$ cat src/rtl/pipeline_types.sv
// Shared types and AXI constants for the instruction-side memory pipeline.
// Pure declarations: no logic and no latency.
// Holds no flow-control state; the refill FSM encoding lives here so that debug tooling agrees.
package pipeline_types;

    // Refill engine states, in the order a refill visits them
    typedef enum logic [1:0] {
        ST_IDLE = 2'd0,
        ST_ADDR = 2'd1,
        ST_DATA = 2'd2,
        ST_RESP = 2'd3
    } refill_state_t;

    localparam logic [1:0] AXI_BURST_INCR = 2'b01;
    localparam logic [2:0] AXI_SIZE_4B    = 3'b010;

    typedef logic [255:0] bus256_t;
    typedef logic [31:0]  bus32_t;

endpackage

$ cat src/rtl/icache_axi_refill_line_buffer.sv
// Line assembly buffer: LINE_WORDS x 32-bit registers with clear, indexed write and packed read.
// Write lands one cycle after wr_en; the packed line is a direct register view.
// No backpressure: every write strobe is taken, the caller bounds the index.
import pipeline_types::*;

module refill_line_buffer #(
    parameter int LINE_WORDS = 8,
    parameter int IDX_W      = $clog2(LINE_WORDS)
) (
    input  logic                    clk,
    input  logic                    reset,
    input  logic                    clear,
    input  logic                    wr_en,
    input  logic [IDX_W-1:0]        wr_idx,
    input  bus32_t                  wr_data,
    output logic [32*LINE_WORDS-1:0] line
);

    bus32_t words [LINE_WORDS];

    // Word storage: a clear wipes the whole line so short bursts leave zeros behind
    always_ff @(posedge clk) begin
        if (reset || clear) begin
            for (int i = 0; i < LINE_WORDS; i++) begin
                words[i] <= '0;
            end
        end else if (wr_en) begin
            words[wr_idx] <= wr_data;
        end
    end

    // Pack word i into bits [32i+31:32i]
    always_comb begin
        line = '0;
        for (int i = 0; i < LINE_WORDS; i++) begin
            line[32*i +: 32] = words[i];
        end
    end

endmodule

$ cat src/rtl/icache_axi_refill.sv
// Icache refill engine: one miss -> one AXI4 INCR read burst -> one 256-bit line pulse (optional ICACHE_REFILL_PERF_EN counters).
// Latency: request sampled in cycle 0, arvalid in cycle 1, line pulse one cycle after the rlast beat (cycle 10 with no stalls).
// Backpressure: arvalid held until arready; rready held high through DATA so the burst always drains, even when flushed.
import pipeline_types::*;

module icache_axi_refill #(
    parameter int         LINE_WORDS = 8,
    parameter logic [3:0] AXI_ID     = 4'd0,
    parameter int         ADDR_W     = 32
) (
    input  logic              clk,
    input  logic              reset,
    input  logic              flush,
    input  logic              rd_req,
    input  logic [ADDR_W-1:0] rd_addr,
    output logic              ret_valid,
    output logic [255:0]      ret_data,
    output logic [3:0]        arid,
    output logic [ADDR_W-1:0] araddr,
    output logic [7:0]        arlen,
    output logic [2:0]        arsize,
    output logic [1:0]        arburst,
    output logic              arvalid,
    input  logic              arready,
    input  logic [3:0]        rid,
    input  logic [31:0]       rdata,
    input  logic [1:0]        rresp,
    input  logic              rlast,
    input  logic              rvalid,
    output logic              rready
`ifdef ICACHE_REFILL_PERF_EN
    ,
    output logic [31:0]       perf_refill_cnt,
    output logic [31:0]       perf_discard_cnt,
    output logic [31:0]       perf_busy_cycles
`endif
);

    localparam int IDX_W = $clog2(LINE_WORDS);
    localparam int CNT_W = $clog2(LINE_WORDS + 1);
    localparam logic [CNT_W-1:0] CNT_FULL = CNT_W'(LINE_WORDS);

    refill_state_t     state;
    logic [ADDR_W-6:0] line_addr;
    logic [CNT_W-1:0]  beat_cnt;
    logic              discard;
    logic              buf_clear;
    logic              buf_wr;
    bus256_t           line;

    // Line offset bits, rid and rresp carry nothing this engine acts on
    logic unused_inputs;
    assign unused_inputs = ^{rd_addr[4:0], rid, rresp};

    assign buf_clear = (state == ST_IDLE) && rd_req && !flush;
    // Beats past the end of the line are accepted but not stored
    assign buf_wr    = (state == ST_DATA) && rvalid && (beat_cnt < CNT_FULL);

    // Refill sequencing: accept miss, hold AR until taken, drain R until rlast, one response cycle
    always_ff @(posedge clk) begin
        if (reset) begin
            state     <= ST_IDLE;
            line_addr <= '0;
            beat_cnt  <= '0;
            discard   <= 1'b0;
        end else begin
            case (state)
                ST_IDLE: begin
                    if (rd_req && !flush) begin
                        line_addr <= rd_addr[ADDR_W-1:5];
                        beat_cnt  <= '0;
                        state     <= ST_ADDR;
                    end
                end
                ST_ADDR: begin
                    if (flush) begin
                        discard <= 1'b1;
                    end
                    if (arready) begin
                        state <= ST_DATA;
                    end
                end
                ST_DATA: begin
                    if (flush) begin
                        discard <= 1'b1;
                    end
                    if (rvalid) begin
                        if (beat_cnt < CNT_FULL) begin
                            beat_cnt <= beat_cnt + 1'b1;
                        end
                        if (rlast) begin
                            state <= ST_RESP;
                        end
                    end
                end
                ST_RESP: begin
                    discard <= 1'b0;
                    state   <= ST_IDLE;
                end
                default: state <= ST_IDLE;
            endcase
        end
    end

    refill_line_buffer #(
        .LINE_WORDS (LINE_WORDS),
        .IDX_W      (IDX_W)
    ) u_line_buffer (
        .clk     (clk),
        .reset   (reset),
        .clear   (buf_clear),
        .wr_en   (buf_wr),
        .wr_idx  (beat_cnt[IDX_W-1:0]),
        .wr_data (rdata),
        .line    (line)
    );

    // AXI and return outputs are pure state decodes so they drop the cycle reset lands
    always_comb begin
        arvalid   = (state == ST_ADDR);
        rready    = (state == ST_DATA);
        ret_valid = (state == ST_RESP) && !discard && !flush;
        ret_data  = line;
        araddr    = {line_addr, 5'b0};
        arid      = AXI_ID;
        arlen     = 8'(LINE_WORDS - 1);
        arsize    = AXI_SIZE_4B;
        arburst   = AXI_BURST_INCR;
    end

`ifdef ICACHE_REFILL_PERF_EN
    // Observation-only counters, wrapping modulo 2^32
    always_ff @(posedge clk) begin
        if (reset) begin
            perf_refill_cnt  <= '0;
            perf_discard_cnt <= '0;
            perf_busy_cycles <= '0;
        end else begin
            if (ret_valid) begin
                perf_refill_cnt <= perf_refill_cnt + 32'd1;
            end
            if ((state == ST_RESP) && (discard || flush)) begin
                perf_discard_cnt <= perf_discard_cnt + 32'd1;
            end
            if (state != ST_IDLE) begin
                perf_busy_cycles <= perf_busy_cycles + 32'd1;
            end
        end
    end
`endif

endmodule

$ cat config.mk
export PLATFORM = sky130hd
export DESIGN_NAME = icache_axi_refill
export DESIGN_NICKNAME = d
export VERILOG_FILES = /design/src/rtl/pipeline_types.sv /design/src/rtl/icache_axi_refill_line_buffer.sv /design/src/rtl/icache_axi_refill.sv
export SDC_FILE = /design/constraint.sdc
export NUM_CORES = 1
export LEC_CHECK = 0
export ABC_AREA = 1
export BUFFER_PORTS_ARGS = -buffer_cell sky130_fd_sc_hd__buf_2
export CORE_MARGIN = 2
export CORE_UTILIZATION = 40
export DETAILED_ROUTE_END_ITERATION = 8
export GPL_TIMING_DRIVEN = 0
export PLACE_DENSITY = 0.7
export SLEW_MARGIN = 20
export SYNTH_ARGS = -nofsm -noshare
export SYNTH_HDL_FRONTEND = slang
export SYNTH_SLANG_ARGS = --single-unit
$ cat constraint.sdc
create_clock -name clk -period 3.1 [get_ports clk]
set_clock_uncertainty 0.15 [all_clocks]
set_input_delay 0.465 -clock clk [delete_from_list [all_inputs] [get_ports clk]]
set_output_delay 0.465 -clock clk [all_outputs]
set_load 0.05 [all_outputs]
==> results.json <==
{
  "grt_pass1_vias": 7637,
  "slowest_delay_ps": 340,
  "hold_class": "input pin to flop",
  "start_util": 0.406,
  "critical_path.endpoint_type": "flop",
  "synth_most_common_cell": "nor2_1",
  "syn_area_um2": 10600,
  "whs_path_depth": 3,
  "critical_path_arrival_ps": 2920,
  "ant_nets": 0,
  "slew_headroom": 0.575,
  "grt_max_degree": 26,
  "leakagePower_nw": 6.64,
  "place_congestion": 0.806,
  "syn_inst": 811,
  "crit_type": "flop to flop",
  "num_antenna_cells": 0,
  "drc": 0,
  "rsz0062_at_grt": "false",
  "clkSlewWorstSetupHoldPaths_ps": 60,
  "areaGrowthSynthToFinish_pct": 34.1,
  "pwr-share-seq": 0.437,
  "clock_latency_ps": 540,
  "critPathBufInv": 5,
  "setup_viol": 0,
  "grt_pass1_wl_um": 45400,
  "synth_edf_count": 256,
  "finalNetCount": 1326,
  "wirelength_um": 30400,
  "crit_slowest_cell": "dfxtp_1",
  "cts_tree": "done",
  "max_freq_mhz": 353,
  "hold_viol": 0,
  "powerDensity_nw_per_um2": 797,
  "status": "finished, final reports clean",
  "tightest_slew_ps": 638,
  "rows": 59,
  "dieHeight_um": 167,
  "clockBufferDepth": 3,
  "p_int_mw": 7.24,
  "yosys_warnings": 0,
  "ios": 385,
  "syn_area_per_cell_um2": 13.1,
  "vias": 7706,
  "dr.pass1.iters": 5,
  "peakVddDrop_mv": 0.564,
  "synth_ff_type": "edfxtp_1",
  "worst-r2r-cell-count": 11,
  "drtIter0Drc": 751,
  "core_um2": 26100,
  "drive_gt1_frac": 0.368,
  "crit_required_ps": 3190,
  "fin_crit_sh": 0.913,
  "grt-ovfl-total": 0,
  "crit_family": "simple AND/OR/NAND/NOR gates",
  "p_switching_mw": 4.07,
  "path_max_fanout": 20,
  "grt_usage": 0.214,
  "ctsRootBufferMaster": "clkbuf_16",
  "ys_top_cells_by_area": "edfxtp_1 (73%), nor2_1 (12%), dfxtp_1 (6.4%), buf_4 (1.8%), inv_1 (1.7%)",
  "clkPwrFrac": 0.293,
  "switching_share": 0.360,
  "crit_top_cell": "nand2_2",
  "drv_cap": 0,
  "avgViaCountPerCell": 4.82,
  "hold_ws_ps": 10.5,
  "setup-tns-final_ps": 0,
  "startpoint_type": "flop",
  "synth_seq_area_share": 0.790,
  "yosys-top-cells-count": "nor2_1 (327), edfxtp_1 (256), inv_1 (48)",
  "cts_max_level": 1,
  "synth_top_cell_by_area": "edfxtp_1",
  "cp.depth": 11,
  "yosys.area.top_type_share": 0.726,
  "finalMaxSlewViolations": 0,
  "antenna_found_initial": 0,
  "cts_buffers": 29,
  "dieWidth_um": 167,
  "combPwrFrac": 0.270,
  "synthArstFlopShare": 0,
  "portBuffers": 351,
  "ys_ff_latch": 290,
  "dp_hpwl_um": 21200,
  "synth_cell_types": 20,
  "wl_per_cell_um": 19.0,
  "dieArea_um2": 27800,
  "period_minus_slack_ps": 2830,
  "path_cells": "inv_1, ha_1, buf_2, inv_1, nor3_2, nand2_2, nor2_4, nand2_2, buf_2, nand2_2, buf_16",
  "clock-sinks": 290
}
-- layer usage --
metal  global-route usage  wire length (um)  vias up
met3               0.0466              2520       74
met5                    0                 0        -
met1                0.265             11700     3689
li1                     -                 -     3513
met2                0.369             15000      430
met4               0.0780              1180        0
-- what timing repair did --
action                                  CTS  global route
pin swaps                                 0             1
gates resized for setup                   2             4
endpoints found under the setup margin   34           158
gates cloned                              0             0
setup buffers                             0             3
hold buffers                             20             0
hold endpoints to repair                 20             0
-- flip-flops by register name, summed over array words and instances, names as in the netlist --
| name | cells |
|---|---|
| discard | 1 |
| u_line_buffer.words | 256 |
| beat_cnt | 4 |
| state | 2 |
| line_addr | 27 |
-- power by group through the flow --
stage	Sequential [mW]	Combinational [mW]	Clock, mW
6_report	4.95	3.05	3.31
5_1_grt	5.00	3.18	3.52
4_1_cts	4.95	3.05	3.35
3_5_place_dp	5.03	3.02	0
3_3_place_gp	5.04	2.91	0
2_1_floorplan	6.64	0.583	0
-- worst register-to-register path, stage by stage, from the launching register on --
cell and delay, ps:
dfxtp_1 340, inv_1 90, ha_1 180, buf_2 190, inv_1 100, nor3_2 260, nand2_2 140, nor2_4 140
nand2_2 140, buf_2 230, nand2_2 330, buf_16 230
-- area by class of cell --
type / count / area, um^2
fill: 2214 / 11900
tap: 335 / 419
multi-input combinational: 437 / 1840
sequential: 290 / 8370
buffer: 55 / 325
timing repair buffer: 382 / 2180
clock buffer: 38 / 759
inverter: 49 / 184
clock inverter: 14 / 120
-- through the flow --
step	power (mW)	area, um^2	setup slack, ps	instances	utilization
6_report	11.3	14200	270	1600	0.545
5_1_grt	11.7	14200	8.74	1600	0.545
3_5_place_dp	8.05	13100	-85.7	1525	0.501
2_1_floorplan	7.23	10700	-52.7	831	-
3_3_place_gp	7.94	12800	-739	1517	0.493
4_1_cts	11.4	14200	-49.4	1597	0.543
-- placed cells by master (no fill, tap or decap) --
cell / netlist / layout
buf_2: 20 / 371
nor2_1: 327 / 327
edfxtp_1: 256 / 256
inv_1: 48 / 48
dfxtp_1: 34 / 34
o21ai_0: 29 / 29
clkbuf_16: 0 / 29
buf_4: 25 / 28
nand2_1: 31 / 23
conb_1: 2 / 22
dlygate4sd3_1: 0 / 20
clkbuf_1: 10 / 19
nand2_2: 8 / 11
clkinv_1: 0 / 6
buf_16: 0 / 6
nand2_4: 0 / 5
a21oi_1: 5 / 5
ha_1: 5 / 5
clkinv_2: 0 / 4
nor2_4: 3 / 3
nor3_1: 2 / 2
inv_6: 0 / 2
bufinv_16: 0 / 2
buf_12: 0 / 2
nor3_2: 1 / 1
nand3_2: 0 / 1
inv_2: 1 / 1
xnor2_1: 1 / 1
nand3_1: 2 / 1
nand4_1: 1 / 1
-- cells by family (layout without fill, tap and decap cells) --
logic type,count (synthesis),count (layout),synth area share
simple gates,375,375,0.138
xor+xnor,1,1,0.000827
compound gates,34,34,0.0161
flops,290,290,0.790
buf+inv,104,538,0.0481
fa+ha+maj,5,5,0.00591
other cells,2,22,0.000709
-- path summary, 6_finish.rpt --
kind,startpoint,endpoint,slack (ps)
max,state[0]$_SDFFE_PP0P_,u_line_buffer.words[5][17]$_SDFFCE_PN0P_,270
min,rd_addr[18],line_addr[13]$_SDFFE_PP0P_,10
max reg2reg,state[0]$_SDFFE_PP0P_,u_line_buffer.words[5][17]$_SDFFCE_PN0P_,270
min reg2reg,discard$_SDFFE_PP0P_,discard$_SDFFE_PP0P_,380
(Power assumes the default switching activity.)
